`config.mk`:
```
export PLATFORM = sky130hd
export DESIGN_NAME = rr_arbiter8
export DESIGN_NICKNAME = d
export VERILOG_FILES = /design/src/rtl/rr_arbiter8.sv
export SDC_FILE = /design/constraint.sdc
export NUM_CORES = 1
export LEC_CHECK = 0
export BUFFER_PORTS_ARGS = -buffer_cell sky130_fd_sc_hd__buf_2
export CAP_MARGIN = 5
export CORE_MARGIN = 4
export CORE_UTILIZATION = 30
export CTS_BUF_LIST = sky130_fd_sc_hd__clkbuf_8
export DETAILED_ROUTE_END_ITERATION = 8
export PLACE_DENSITY_LB_ADDON = 0.12
export SYNTH_ARGS = -nofsm -noshare
export SYNTH_HDL_FRONTEND = slang
export SYNTH_SLANG_ARGS = --single-unit
export TNS_END_PERCENT = 100
```
`constraint.sdc`:
```
create_clock -name clk -period 5.9 [get_ports clk]
set_input_delay 0.295 -clock clk [delete_from_list [all_inputs] [get_ports clk]]
set_output_delay 0.295 -clock clk [all_outputs]
set_load 0.02 [all_outputs]
```
`src/rtl/rr_arbiter8.sv`:
```
// Eight-requester round-robin arbiter with registered one-hot grant and an
// optional hold limit that forces rotation away from a long-running winner.
module rr_arbiter8 #(
  parameter int unsigned MAX_HOLD = 16,
  parameter int unsigned CNT_W    = 5
) (
  input  logic       clk,
  input  logic       rst_n,
  input  logic [7:0] req,
  output logic [7:0] gnt,
  output logic [2:0] gnt_idx,
  output logic       gnt_valid,
  output logic       timeout
);

  typedef enum logic {
    IDLE,
    GRANT
  } state_t;

  localparam logic [CNT_W-1:0] HOLD_LAST = (MAX_HOLD == 0) ? '0 : CNT_W'(MAX_HOLD - 1);

  state_t           state_q, state_d;
  logic [7:0]       gnt_q, gnt_d;
  logic [2:0]       gnt_idx_q, gnt_idx_d;
  logic [2:0]       ptr_q, ptr_d;
  logic [CNT_W-1:0] hold_cnt_q, hold_cnt_d;
  logic             timeout_q, timeout_d;

  logic [2:0]       rel_ptr;
  logic [3:0]       win_ptr;
  logic [3:0]       win_rel;

  // Returns {found, index}: first set request bit scanning upward from p, wrapping at 7.
  function automatic logic [3:0] search(input logic [7:0] r, input logic [2:0] p);
    logic       found;
    logic [2:0] idx;
    logic [2:0] w;
    found = 1'b0;
    w     = p;
    for (int unsigned i = 0; i < 8; i++) begin
      idx = p + 3'(i);
      if (!found && r[idx]) begin
        found = 1'b1;
        w     = idx;
      end
    end
    return {found, w};
  endfunction

  always_comb begin
    state_d    = state_q;
    gnt_d      = gnt_q;
    gnt_idx_d  = gnt_idx_q;
    ptr_d      = ptr_q;
    hold_cnt_d = hold_cnt_q;
    timeout_d  = 1'b0;

    rel_ptr = gnt_idx_q + 3'd1;
    win_ptr = search(req, ptr_q);
    win_rel = search(req, rel_ptr);

    case (state_q)
      IDLE: begin
        gnt_d = '0;
        if (win_ptr[3]) begin
          state_d             = GRANT;
          gnt_d[win_ptr[2:0]] = 1'b1;
          gnt_idx_d           = win_ptr[2:0];
          hold_cnt_d          = '0;
        end
      end
      GRANT: begin
        hold_cnt_d = hold_cnt_q + CNT_W'(1);
        // Release is checked first so a release on the limit edge never pulses timeout.
        if (!req[gnt_idx_q]) begin
          ptr_d      = rel_ptr;
          hold_cnt_d = '0;
          gnt_d      = '0;
          if (win_rel[3]) begin
            gnt_d[win_rel[2:0]] = 1'b1;
            gnt_idx_d           = win_rel[2:0];
          end else begin
            state_d = IDLE;
          end
        end else if ((MAX_HOLD != 0) && (hold_cnt_q == HOLD_LAST)) begin
          timeout_d           = 1'b1;
          ptr_d               = rel_ptr;
          hold_cnt_d          = '0;
          gnt_d               = '0;
          gnt_d[win_rel[2:0]] = 1'b1;
          gnt_idx_d           = win_rel[2:0];
        end
      end
      default: begin
        state_d = IDLE;
        gnt_d   = '0;
      end
    endcase
  end

  always_ff @(posedge clk or negedge rst_n) begin
    if (!rst_n) begin
      state_q    <= IDLE;
      gnt_q      <= '0;
      gnt_idx_q  <= '0;
      ptr_q      <= '0;
      hold_cnt_q <= '0;
      timeout_q  <= 1'b0;
    end else begin
      state_q    <= state_d;
      gnt_q      <= gnt_d;
      gnt_idx_q  <= gnt_idx_d;
      ptr_q      <= ptr_d;
      hold_cnt_q <= hold_cnt_d;
      timeout_q  <= timeout_d;
    end
  end

  assign gnt       = gnt_q;
  assign gnt_idx   = gnt_idx_q;
  assign gnt_valid = |gnt_q;
  assign timeout   = timeout_q;

endmodule

```
# == Yosys cells after proc, flatten, opt, wreduce, memory -nomap -nowiden ==
# Cells that the tools add are included.
# totals
ff_bits,21
input_bits,10
output_inout_bits,13
# op_classes
n_bitwise,1
n_lt_le_gt_ge,21
eq_ne,5
n_addsub,16
muxes,91
reduce_logical,33
# ops
op,n
"less-than comparator 3 x 4 -> 1 bit, second input constant",19
2-to-1 mux 3 bit,20
binary-select mux 1 bit (select 3 bit),17
2-to-1 mux 1 bit,41
2-to-1 mux 8 bit,4
"adder 3 bit, second input constant",8
logical AND 1 bit,16
case mux 8 bit (2 select lines),1
2-to-1 mux 5 bit,3
logical NOT 1 bit,14
"adder 3 x 2 -> 3 bit, second input constant",4
case mux 5 bit (2 select lines),1
"adder 3 x 1 -> 3 bit, second input constant",3
OR reduction 8 bit,1
demux 1 bit (select 3 bit),2
"greater-or-equal comparator 3 x 1 -> 1 bit, second input constant",2
case mux 3 bit (2 select lines),1
"adder 5 x 1 -> 5 bit, second input constant",1
"equality test 5 x 4 -> 1 bit, second input constant",1
"!= test 3 x 1 -> 1 bit, second input constant",1
"!= test 3 x 2 -> 1 bit, second input constant",1
AND reduction 3 bit,1
"!= test 2 x 1 -> 1 bit, second input constant",1
"!= test 2 bit, second input constant",1
other kinds (3),3

# == Logic depth before layout (Yosys ltp) ==
# Gate-level depths: netlist of the first run.
# logic_depth
word_depth,32
depth_mapped,17
ltp_nobuf,11

# == Worst setup path before layout of the first run ==
# Ideal clock, no wire load.
# synth_timing
path_kind,register to register
startpoint,"reg gnt_idx_q[0], in the netlist gnt_idx[0]"
endpoint,"reg gnt_q[5], in the netlist gnt[5]"
required_time_ns,5.813
period_less_slack_ns,4.445
path_buffers,6
path_stages_with_launch,16
setup_time_ns,0.087
path_slack_ns,1.455
arrival_time_ns,4.358
cell_sequence,dfrtp_1 -> buf_2 -> buf_6 -> buf_4 -> buf_2 -> inv_1 -> ha_1 -> buf_2 -> buf_1 -> mux4_2 -> or4_1 -> a311oi_2 -> a22o_1 -> o22ai_2 -> or3b_1 -> o211ai_1
# synth_between
elab_chain_cells,32
# synth_rtl
item,line,text
start: declaration,25,"logic [2:0] gnt_idx_q, gnt_idx_d;"
start signal: assignment,113,gnt_idx_q <= gnt_idx_d;
adder 3 x 1 -> 3 bit (*),59,rel_ptr = gnt_idx_q + 3'd1;
named net rel_ptr[0],30,logic [2:0] rel_ptr;
"parallel branches: the longest is 29 deep, another holds adder 3 x 1 -> 3 bit",--,
2-to-1 mux 8 bit (*),76,if (!req[gnt_idx_q]) begin
case mux 8 bit (2 select lines) (*),63,case (state_q)
end signal: assignment,112,gnt_q <= gnt_d;
end: declaration,24,"logic [7:0] gnt_q, gnt_d;"
# Mark *: on every way through the listed nets, which the timed path passes. The select of a mux whose other input is x is not followed.
# A chain may end at the register's enable or synchronous reset.

# == Final worst setup path of the first run ==
# layout_timing
startpoint,"reg gnt_idx_q[0], in the netlist gnt_idx[0]"
endpoint,"reg gnt_q[7], in the netlist gnt[7]"
# layout_between
elab_chain_cells,32
# layout_rtl
item
"parallel branches: the longest is 32 deep, another holds adder 3 x 1 -> 3 bit"
# Parallel ways; which one is timed is not known. The select of a mux whose other input is x is not followed.

==> impl.org, run 1 <==
** Logic synthesis
- For this run, the leading register cell type out of synthesis is sky130_fd_sc_hd__dfrtp_1.
- Xor and xnor fraction of the mapped netlist area :: 0.0299
- Dominant combinational cell family by area after synthesis :: multiplexers
- Seq/Total Area, Yosys :: 0.153
- During synthesis, Yosys emitted a total of 0 warnings.
- Fraction of registers with async set or reset after synthesis :: 1.00
- The number of nets handed over by synthesis was 414.
- Synth Register Bits :: 21
- Yosys mapped a number of flops with a built-in enable equal to 0.
- Of the total synthesized cell area, the portion taken by AND, OR, NAND and NOR gates is 0.226.
- Synth Cell Area :: 0.00343 mm^2
- Netlist cell types :: 76
- Mapped Cells :: 399
- Measured against the total synthesized area, the mux share comes to 0.281.
- Post-Synth Adder-Cell Area :: 0.0182
- Compound-Gate Fraction of Synth Area :: 0.227
- A synthesized cell averages 8.59 um^2.

** Worst setup path
- Endpoint kind of the worst setup timing path :: flop
- Counting cells, the worst reg-to-reg path comes to 11.
- Data required time at the worst endpoint :: 6040 ps
- In this run the number of cells on the critical path is 11.
- Worst-path fanout max :: 47
- Reg2reg setup slack :: 1510 ps
- Together, buffers and inverters on the worst path number 1.
- Endpoint of the worst register-to-register path :: gnt[7]
- STA classifies the critical path startpoint as a flop.
- The critical path goes through buf_4, ha_1, xor2_1, mux4_2, nand2b_1, nor2_1, or4_1, o31a_1, o2111ai_1, a21oi_1, a221o_1.
- Largest stage delay on the critical path :: 720 ps
- The startpoint identified for the worst register-to-register timing path is gnt_idx[0].
- Worst path top cell family by delay :: compound AO/OA/AOI/OAI gates
- Data arrival time of the critical path :: 4530 ps
- On the critical path, the stage with the largest delay is an instance of sky130_fd_sc_hd__xor2_1.
- The worst setup path is of the reg2reg kind.

** Layout
- In the final layout, flip-flops and latches occupy 527 um^2.
- Layout cell share with drive strength beyond 1 :: 0.180
- After filler insertion, the fill cell instance count of the layout stands at 1161.
- Leaving out fill and tap cells, the most frequent cell in the layout is sky130_fd_sc_hd__nand2_1.
- Synth-to-Final Area Change :: 4.85%
- The multi-input combinational cells in the finished layout cover a total of 0.00268 mm^2.
- Nets :: 405
- The library cells used most frequently in the layout, excluding fill and tap cells, are sky130_fd_sc_hd__nand2_1 (36), sky130_fd_sc_hd__nor2_1 (33), sky130_fd_sc_hd__mux2i_1 (29).
- The number of antenna diodes in the final layout is 0.
- Final cell count without fillers :: 529

** Placed design
- After detailed placement, the design holds a cell count of 525.
- DP Wirelength :: 6.93 mm
- Routability-driven placement finished with a final weighted congestion of 0.798.
- Port Buffer Count :: 22

** Clock network
- Inserted Clock Buffers :: 3
- CTS clk-pin slew, worst paths :: 80 ps
- The later pin in the worst-skew pair is clocked with a latency of 260 ps.
- The clock drives 21 sinks.
- CTS tree :: yes
- Count of cells resized by post-cts repair :: 0
- The number of hold buffers added after CTS was 0.
- Max clock buf depth :: 2
- Setup Fix Bufs, Post-CTS :: 0
- CTS placed an instance of sky130_fd_sc_hd__clkbuf_8 at the clock tree root.
- In this run the number of H-tree levels came out at 1.

** Run
- Max-cap violations in this run came to 0.

** Detailed routing
- In the routed design, unresolved DRC markers number 0.
- After detailed routing, the number of vias per cell comes to 5.88.
- The first detailed-routing pass took 4 iterations.
- In this run the remaining antenna-violating nets after routing total 0.
- After detailed routing, the total wire length is 9.75 mm.
- Number of vias after detailed routing :: 3108
- In the final routed layout, each cell accounts on average for 18.4 um.
- Number of DRC markers after the initial detailed-route iteration :: 247

** Die
- Measured along the y axis, the die boundary spans 115 um.
- I/O pin count :: 23
- The initialized floorplan defines 38 standard-cell rows.
- Starting density of the core :: 0.311
- Floorplan die area :: 0.0132 mm^2
- Die X :: 115 um
- The region available for standard cell placement spans 0.0110 mm^2.

** Timing
- Final Max Slew Viols :: 0
- Based on the critical path, the design can be clocked at up to 228 MHz.
- The worst path in the final design needs a cycle of 4390 ps, including I/O delays and setup.
- In the finished design, the share of the clock period the worst path needs comes to 0.744.
- The tightest hold path in the finished design has a slack of -10.1 ps.
- Setup total negative slack on the finished layout was measured at 0 ps.
- Skew final :: 2.96 ps
- Setup repair after global routing left no endpoint under its margin.
- Pin slew with the least headroom to its limit :: 866 ps
- Final Hold Fails :: 21
- The worst pin sits at a relative slew slack of 0.420.
- Final setup viols :: 0

** GRT
- The number of antenna violations at the first check in global routing came to 0.
- Overall fraction of global-route tracks in use :: 0.149
- The number of global-route vias before repair is 3016.
- Wire length of the first global-routing pass :: 16.2 mm
- Remaining global-route overflow :: 0
- Entering global routing, the biggest net connects 48 pins.

** Worst hold path
- The min-delay analysis places its worst path in the category in2async.

** Outcome
- Failing checks :: negative hold slack
- The run finished, with violations left.
[registers in the layout (all words and copies together), names as in the netlist]
register and count:
gnt 8, hold_cnt_q 5, state_q 1, ptr_q 3
gnt_idx 3, timeout 1
[cells in the mapped netlist (7+ instances only)]
| master | instances | area share |
|---|---|---|
| sky130_fd_sc_hd__nand2_1 | 36 | 0.039 |
| sky130_fd_sc_hd__mux4_1 | 7 | 0.054 |
| sky130_fd_sc_hd__nor2_1 | 33 | 0.036 |
| sky130_fd_sc_hd__a21oi_1 | 15 | 0.022 |
| sky130_fd_sc_hd__o21ai_0 | 17 | 0.025 |
| sky130_fd_sc_hd__dfrtp_1 | 21 | 0.15 |
| sky130_fd_sc_hd__mux2i_1 | 29 | 0.085 |
| sky130_fd_sc_hd__o211ai_1 | 7 | 0.015 |
| sky130_fd_sc_hd__mux2_2 | 11 | 0.036 |
| sky130_fd_sc_hd__inv_1 | 8 | 0.0088 |
| sky130_fd_sc_hd__buf_2 | 12 | 0.018 |
| sky130_fd_sc_hd__nand3_1 | 7 | 0.010 |
| sky130_fd_sc_hd__nand2b_1 | 10 | 0.018 |
| sky130_fd_sc_hd__mux4_2 | 15 | 0.099 |
| sky130_fd_sc_hd__clkbuf_1 | 21 | 0.023 |
| sky130_fd_sc_hd__nor2b_1 | 10 | 0.018 |
[kinds of logic (layout without fill, tap and decap cells)]
logic type,Yosys count,after routing
muxes,64,64
xor gates and xnor gates,10,10
DFF,21,21
and+or+nand+nor,144,144
AOI/OAI and AO/OA,107,107
adders and majority gates,5,5
buffers and inverters,48,38
[worst max path at each step]
stage	startpoint	endpoint	slack, ps
after floorplan	gnt_idx[0]	gnt[5]	1460
after global placement	gnt_idx[0]	gnt[7]	1530
after detailed placement	gnt_idx[0]	gnt[7]	1510
after CTS	gnt_idx[0]	gnt[7]	1480
after global routing	gnt_idx[0]	gnt[5]	1100
final	gnt_idx[0]	gnt[7]	1510
[worst reg2reg max path, delay by kind of cell, from the launching register on]
family          cells  cell delay (ps)
mux                 1              670
xor+xnor            1              730
fa+ha+maj           1              430
buf+inv             1              450
flops               1              360
simple gates        3              650
compound gates      4             1000
[metal layers]
layer / wire length (um) / track usage / vias to the layer above
met5: 0 / 0 / -
met4: 80 / 0.0172 / 0
met3: 290 / 0.0142 / 8
met2: 4780 / 0.255 / 56
met1: 4590 / 0.211 / 1523
li1: - / - / 1521
[area by class of cell]
cell class | count | share of cell area
clock buffers | 3 | 0.0115
clock inverters | 1 | 0.00104
inverters | 9 | 0.00940
multi-input cells | 330 | 0.746
flip-flops and latches | 21 | 0.147
well taps | 140 | 0.0487
repair buffers | 25 | 0.0369
[metrics by stage]
stage               setup slack (ps)  utilization  cell area (um^2)  hold WS [ps]
floorplan                       1460            -              3430        -0.591
global placement                1530        0.322              3550           287
detailed placement              1510        0.322              3550           284
CTS                             1480        0.326              3590         0.672
global route                    1100        0.326              3590          35.4
finish                          1510        0.326              3590         -10.1
Power of run 1 is not shown: default switching activity piles up to over one toggle a cycle in this logic, so the estimate is an artifact.
==> inputs of run 2 (changes only) <==
Clock period 5.9 ns to 4.25 ns, I/O delays scaled along.
==> run 2 against run 1 <==
  * The flow now finishes without violations
  * Setup slack lost 1100 ps
  * Critical path depth down 1
  * Register-to-register slack lost 1100 ps
  * Final area grew 3.0%
  * Sequential cell count stayed put
  * Critical endpoint is now gnt[2]
  * Highest routed layer unchanged
==> impl.org, run 2 (synthesis results as in run 1) <==
** Outcome
- The run finished with clean final reports.

** Layout
- Once layout is complete, the utilization of the core stands at 0.336.
- After routing the design area is 0.00370 mm^2.
- The register with the most flip-flops in the layout has 8 of them.
- Nets :: 419
- Leaving out fill and tap cells, the most frequent cell in the layout is sky130_fd_sc_hd__nand2_1.
- Filler cell count :: 1194
- ANT cells :: 0
- In the layout the commonest cells are sky130_fd_sc_hd__nand2_1 (36), sky130_fd_sc_hd__nor2_1 (33), sky130_fd_sc_hd__mux2i_1 (29).
- Layout cell share with drive strength beyond 1 :: 0.208
- Synth-to-Final Area Change :: 8.03%

** Timing
- Min Clock Period, post-route :: 3820 ps
- The number of pins exceeding their max-slew limit in the final report was 0.
- In the finished design, the share of the clock period the worst path needs comes to 0.898.
- Final total negative setup slack :: 0 ps
- Hold WS :: 441 ps
- Final setup viols :: 0
- Static timing analysis puts the maximum clock frequency at 262 MHz.
- The number of endpoints with negative hold slack in the final report came to 0.
- Between clock sinks in the finished design, the worst skew comes to 4.07 ps.
- Pin slew with the least headroom to its limit :: 667 ps
- Setup repair after global routing left no endpoint under its margin.
- Relative max-transition margin :: 0.555

** Die
- Die X :: 115 um
- Site Rows :: 38
- 23 I/O pins were placed.
- The core region is 0.0110 mm^2.
- The die covers 0.0132 mm^2.
- Measured along the y axis, the die boundary spans 115 um.
- For this configuration, the core starts out at a cell density of 0.311.

** Clock network
- In this run the post-CTS setup repair buffer count came out at 0.
- For this design, the sink count on the clock tree is 21.
- Clock tree synthesis selected as its root buffer the cell sky130_fd_sc_hd__clkbuf_8.
- Inserted Clock Buffers :: 3
- TritonCTS built the clock tree.
- CTS built an H-tree with a depth of 1.
- Clock insertion delay at the later pin of the skew report :: 260 ps
- Max clock buf depth :: 2
- After clock tree synthesis, the clock-pin slew on the worst setup and hold paths is 80 ps.

** Detailed routing
- Final ANT Viol Nets :: 0
- The highest metal layer carrying signal wires in the routed design is met4.
- For this run, the detailed router's first-pass iteration total came to 4.
- WL met2 :: 5.04 mm
- For this run, design rule violations remaining after detail routing come to 0.
- Number of vias after detailed routing :: 3125
- Drt total wl :: 10.2 mm
- Dividing the detail-routed wire length by the instance count gives 18.8 um.
- The detailed router put a total of 4.96 mm of wire on met1.
- Number of DRC markers after the initial detailed-route iteration :: 183
- Met3 wirelength from detailed routing :: 174 um
- Dividing the detail-routed via count by the number of cells gives 5.76.

** GRT
- After global routing the overflow that remains totals 0.
- The number of global-route vias before repair came to 3014.
- Pin count of the biggest net entering global routing :: 46
- Antenna violations before repair :: 0
- Overall fraction of global-route tracks in use :: 0.156
- Wire length of the first global-routing pass :: 16.9 mm

** Worst setup path
- Data on the critical path is required at its endpoint by 4400 ps.
- At the worst endpoint, the arrival time is 3960 ps.
- Worst setup path class :: reg2reg
- Worst-path fanout max :: 8
- STA classifies the critical path endpoint as a flop.
- STA classifies the critical path startpoint as a flop.

** Placed design
- Routability-driven placement finished with a final weighted congestion of 0.786.
- Cell area after placement :: 0.00365 mm^2
- DP Wirelength :: 7.41 mm
- Port Buffer Count :: 22

** Run
- Max-cap violations :: 0

** Worst hold path
- Hold WC Path Type :: in2async
[run 2: cell count changes in the layout (fill, tap and decap cells not counted), sizes merged]
cell and delta:
inv -1, buf +13, dlygate4sd3 +1, clkinv +1
[run 2: worst max-delay path, stage by stage (launching register included)]
cell and delay [ps]:
sky130_fd_sc_hd__dfrtp_1 480, sky130_fd_sc_hd__inv_1 100, sky130_fd_sc_hd__ha_1 460, sky130_fd_sc_hd__mux4_1 440
sky130_fd_sc_hd__mux2i_2 350, sky130_fd_sc_hd__o211ai_1 210, sky130_fd_sc_hd__or4_1 560, sky130_fd_sc_hd__and3_1 170
sky130_fd_sc_hd__a211o_1 390, sky130_fd_sc_hd__nor2b_4 180, sky130_fd_sc_hd__a221o_1 350
[run 2: final timing paths]
path / start / endpoint / slack [ps] / cells after the start
max: ptr_q[1] / gnt[2] / 430 / 10
min: rst_n / hold_cnt_q[2] / 440 / 2
max reg2reg: ptr_q[1] / gnt[2] / 430 / 10
min reg2reg: hold_cnt_q[4] / timeout / 490 / 1
max in group asynchronous: rst_n / gnt_idx[0] / 3440 / 2
min in group clk: hold_cnt_q[4] / timeout / 490 / 1
[run 2: layout make-up]
type / count / area (um^2) / area share
clock buffers: 3 / 41.3 / 0.0111
clock inverters: 1 / 5.00 / 0.00135
inverters: 9 / 33.8 / 0.00912
multi-input cells: 330 / 2680 / 0.724
flip-flops and latches: 21 / 527 / 0.142
well taps: 140 / 175 / 0.0473
repair buffers: 39 / 240 / 0.0649
[run 2: per-layer routing]
metal | up-vias | track usage
li1 | 1540 | -
met1 | 1546 | 0.226
met2 | 32 | 0.266
met3 | 7 | 0.0142
met4 | 0 | 0.0117
met5 | - | 0
[run 2: stage by stage]
stage / std cells / setup WS, ps
6_report: 543 / 434
5_1_grt: 543 / 191
4_1_cts: 543 / 430
3_5_place_dp: 538 / 438
3_3_place_gp: 538 / 464
2_1_floorplan: 399 / 25.7
[run 2: what timing repair did]
action	CTS	global route
hold endpoints to repair	21	0
gates resized for setup	0	0
hold buffers	1	0
Power of run 2 is left out for the same reason.
==> inputs of run 3 (changes only) <==
Settings changed: ABC_AREA set to 1, ABC_CLOCK_PERIOD_IN_PS set to 4250.
==> run 3 against run 2 <==
  * Synthesized cell count increased by 26%
  * Sequential cell count unchanged
  * Area after synthesis shrank 13%
  * Highest routed layer unchanged
  * Largest cell class unchanged
  * Die area fell by 13%
  * Wire length is 14% lower
  * Clock skew fell by 0.83 ps
  * Sequential share of layout area is 2.1 points higher
  * Register-to-register slack better by 580 ps
  * Non-clock buffer count is 15 lower
==> impl.org, run 3 <==
** Outcome
- Status :: completed

** Timing
- For this run, the top clock speed supported by timing is 309 MHz.
- Final total negative setup slack :: 0 ps
- Final hold analysis gives a worst-case slack of 435 ps.
- Final setup viols :: 0
- Min Clock Period, post-route :: 3240 ps
- Pin slew with the least headroom to its limit :: 627 ps
- The number of endpoints with negative hold slack in the final report was 0.
- Setup repair after global routing left no endpoint under its margin.
- On the final layout, the worst clock skew is 3.24 ps.
- Final Max Slew Viols :: 0
- Final period utilization :: 0.761
- The worst pin sits at a relative slew slack of 0.582.

** Worst setup path
- Counting both buffers and inverters, the worst setup path holds a total of 3.
- STA classifies the critical path startpoint as a flop.
- R2r worst-path depth :: 21
- Data arrival time of the critical path :: 3390 ps
- The worst setup path is captured at a flop.
- Cell seen most often among critical-path stages :: sky130_fd_sc_hd__nand2_1
- Setup slack on the worst reg-to-reg path comes out at 1010 ps.
- Worst-path fanout max :: 18
- Worst reg2reg startpoint :: gnt_idx[0]
- Data required time at the worst endpoint :: 4410 ps
- Among all stages on the critical path, the largest delay is contributed by sky130_fd_sc_hd__ha_1.
- Worst path top cell family by delay :: simple AND/OR/NAND/NOR gates
- Worst setup path class :: reg2reg
- List of cells traversed by the critical path :: inv_6, ha_1, inv_2, nand2_1, nand2_2, nand2_1, nand2_1, nand2_2, nand2_2, nor2_4, nand4_4, nor2_4, nand3_4, nand2_1, inv_2, nand2_1, nand2_1, nand4_1, nand2_1, nand2_1, nand2_1
- Endpoint of the worst register-to-register path :: gnt[4]
- For this run, the slowest stage of the critical path takes 590 ps.

** Logic synthesis
- Fraction of post-synthesis cell area in the top cell type by area :: 0.282
- Synthesis inferred 21 register bits.
- Netlist cell types :: 42
- Synth top cells by count :: sky130_fd_sc_hd__nand2_1 (223), sky130_fd_sc_hd__nand3_1 (70), sky130_fd_sc_hd__inv_1 (37)
- Seq/Total Area, Yosys :: 0.177
- In the synthesized netlist the dominant register cell turns out to be sky130_fd_sc_hd__dfrtp_1.
- The biggest area contributor in the post-synthesis netlist is sky130_fd_sc_hd__nand2_1.
- The Yosys step of the flow raised 0 warnings.
- In the synthesized netlist the async set-or-reset flop fraction comes to 1.00.
- Yosys attributes the largest share of cell area to sky130_fd_sc_hd__nand2_1 (28%), sky130_fd_sc_hd__dfrtp_1 (18%), sky130_fd_sc_hd__nand3_1 (12%), sky130_fd_sc_hd__nand2_2 (5.5%), sky130_fd_sc_hd__inv_1 (4.7%).
- Number of flops mapped to enable cells by yosys :: 0
- Most common cell in the synthesized netlist :: sky130_fd_sc_hd__nand2_1
- Synth Cell Area :: 0.00297 mm^2
- Syn_area_per_cell :: 5.89 um^2
- Mapped Cells :: 504
- Net Count, Synth :: 519

** Placed design
- During placement, the flow inserted port buffers numbering 22.
- At the end of routability-driven placement, the weighted congestion stood at 0.808.
- Summed over all nets, the half-perimeter wirelength after detailed placement is 7.03 mm.
- Once placement finished, the instance area stood at 0.00316 mm^2.

** Layout
- The register with the most flip-flops in the layout has 8 of them.
- 0 antenna diodes ended up in the layout.
- Relative to the synthesized area, the layout overhead comes to 8.35%.
- Layout cell share with drive strength beyond 1 :: 0.197
- At the end of the flow, the number of nets in the layout was 538.
- The library cell used most frequently in the layout, excluding fill and tap cells, is sky130_fd_sc_hd__nand2_1.
- In the layout the commonest cells are sky130_fd_sc_hd__nand2_1 (223), sky130_fd_sc_hd__nand3_1 (70), sky130_fd_sc_hd__inv_1 (37).
- The filler cells instantiated in the layout total 1114.
- Once layout is done, the placed cells without fillers occupy 0.00321 mm^2.

** Detailed routing
- The first TritonRoute pass finished after 4 iterations.
- For this run, design rule violations remaining after detail routing come to 0.
- Via density per instance :: 4.80
- WL per Instance :: 13.3 um
- Drt total wl :: 8.74 mm
- Number of DRC markers after the initial detailed-route iteration :: 126
- The final route contains 3142 vias.
- Final ANT Viol Nets :: 0

** Clock network
- The clock reaches the later pin of the worst-skew pair after 260 ps.
- Clock tree synthesis selected as its root buffer the cell sky130_fd_sc_hd__clkbuf_8.
- For this design, the sink count on the clock tree is 21.
- Inserted Clock Buffers :: 3
- CTS tree :: yes
- The longest clock path from root to sink contains 2 buffers.
- CTS built an H-tree with a depth of 1.
- After clock tree synthesis, the setup repair step added 0 buffers.
- CTS clk-pin slew, worst paths :: 80 ps

** Die
- For this configuration, the core starts out at a cell density of 0.306.
- Site Rows :: 36
- Die X :: 107 um
- I/O pin count :: 23
- After floorplanning, the core was sized to cover 0.00968 mm^2.
- Height of the die :: 107 um
- The die covers 0.0115 mm^2.

** Worst hold path
- Hold WC Path Type :: in2async

** GRT
- Entering global routing, the biggest net connects 22 pins.
- The first global-routing pass estimated 14.7 mm of wire.
- The total overflow left after global routing is 0.
- Overall fraction of global-route tracks in use :: 0.157
- The number of global-route vias before repair came to 3026.
- The number of antenna violations at the first check in global routing came to 0.

** Run
- The tool flagged a number of max-cap violations equal to 0.
-- run 3: cell types whose count changed in the layout (fill, tap and decap cells not counted), moves of 15 or more --
cell / delta
sky130_fd_sc_hd__buf_4: -15
sky130_fd_sc_hd__inv_1: +29
sky130_fd_sc_hd__mux2i_1: -28
sky130_fd_sc_hd__mux4_2: -15
sky130_fd_sc_hd__nand2_1: +187
sky130_fd_sc_hd__nand2_2: +26
sky130_fd_sc_hd__nand3_1: +63
sky130_fd_sc_hd__nor2_1: -18
-- run 3: metal layers --
layer / track usage / wire length [um] / vias up
li1: - / - / 1657
met1: 0.208 / 4170 / 1437
met2: 0.283 / 4300 / 44
met3: 0.00960 / 194 / 4
met4: 0.0289 / 82 / 0
met5: 0 / 0 / -
-- run 3: kinds of logic (layout without fill, tap and decap cells) --
logic type	count (synthesis)	count (layout)	share of synthesized area
xor gates and xnor gates	3	3	0.0114
DFF	21	21	0.177
and+or+nand+nor	381	381	0.623
buffers and inverters	64	82	0.103
AOI/OAI and AO/OA	29	29	0.0616
adders and majority gates	5	5	0.0211
muxes	1	1	0.00337
-- run 3: worst max path at each step --
stage	cells past startpoint	slack (ps)	to	start
2_1_floorplan	23	1410	gnt[4]	gnt_idx[0]
3_5_place_dp	21	1020	gnt[1]	gnt_idx[0]
4_1_cts	21	1010	gnt[4]	gnt_idx[0]
5_1_grt	21	690	gnt[1]	gnt_idx[0]
3_3_place_gp	21	1040	gnt[4]	gnt_idx[0]
6_report	21	1010	gnt[4]	gnt_idx[0]
-- run 3: area by class of cell --
cell class	instances	area, um^2	share of cell area
multi-input cells	419	2140	0.664
flip-flops and latches	21	526	0.163
inverters	54	213	0.0662
well taps	133	166	0.0518
repair buffers	24	128	0.0397
clock buffers	3	41.3	0.0128
clock inverters	1	5.00	0.00156
-- run 3: what timing repair did --
action / CTS / global route
hold buffers: 1 / 0
setup endpoints to repair: 0 / 0
hold endpoints to repair: 21 / 0
gates resized for setup: 0 / 0
-- run 3: metrics by stage --
step | utilization | std cells | worst slack (ps)
floorplan | - | 504 | 1410
global placement | 0.326 | 650 | 1040
detailed placement | 0.326 | 650 | 1020
CTS | 0.332 | 655 | 1010
global route | 0.332 | 655 | 690
finish | 0.332 | 655 | 1010
-- run 3: worst register-to-register path, stage by stage, from the launching register on --
cell	delay, ps
sky130_fd_sc_hd__dfrtp_1	420
sky130_fd_sc_hd__inv_6	110
sky130_fd_sc_hd__ha_1	600
sky130_fd_sc_hd__inv_2	230
sky130_fd_sc_hd__nand2_1	120
sky130_fd_sc_hd__nand2_2	120
sky130_fd_sc_hd__nand2_1	80
sky130_fd_sc_hd__nand2_1	80
sky130_fd_sc_hd__nand2_2	80
sky130_fd_sc_hd__nand2_2	90
sky130_fd_sc_hd__nor2_4	150
sky130_fd_sc_hd__nand4_4	120
sky130_fd_sc_hd__nor2_4	170
sky130_fd_sc_hd__nand3_4	110
sky130_fd_sc_hd__nand2_1	110
sky130_fd_sc_hd__inv_2	40
sky130_fd_sc_hd__nand2_1	50
sky130_fd_sc_hd__nand2_1	130
sky130_fd_sc_hd__nand4_1	130
sky130_fd_sc_hd__nand2_1	60
sky130_fd_sc_hd__nand2_1	70
sky130_fd_sc_hd__nand2_1	60
Power of run 3 is left out for the same reason.
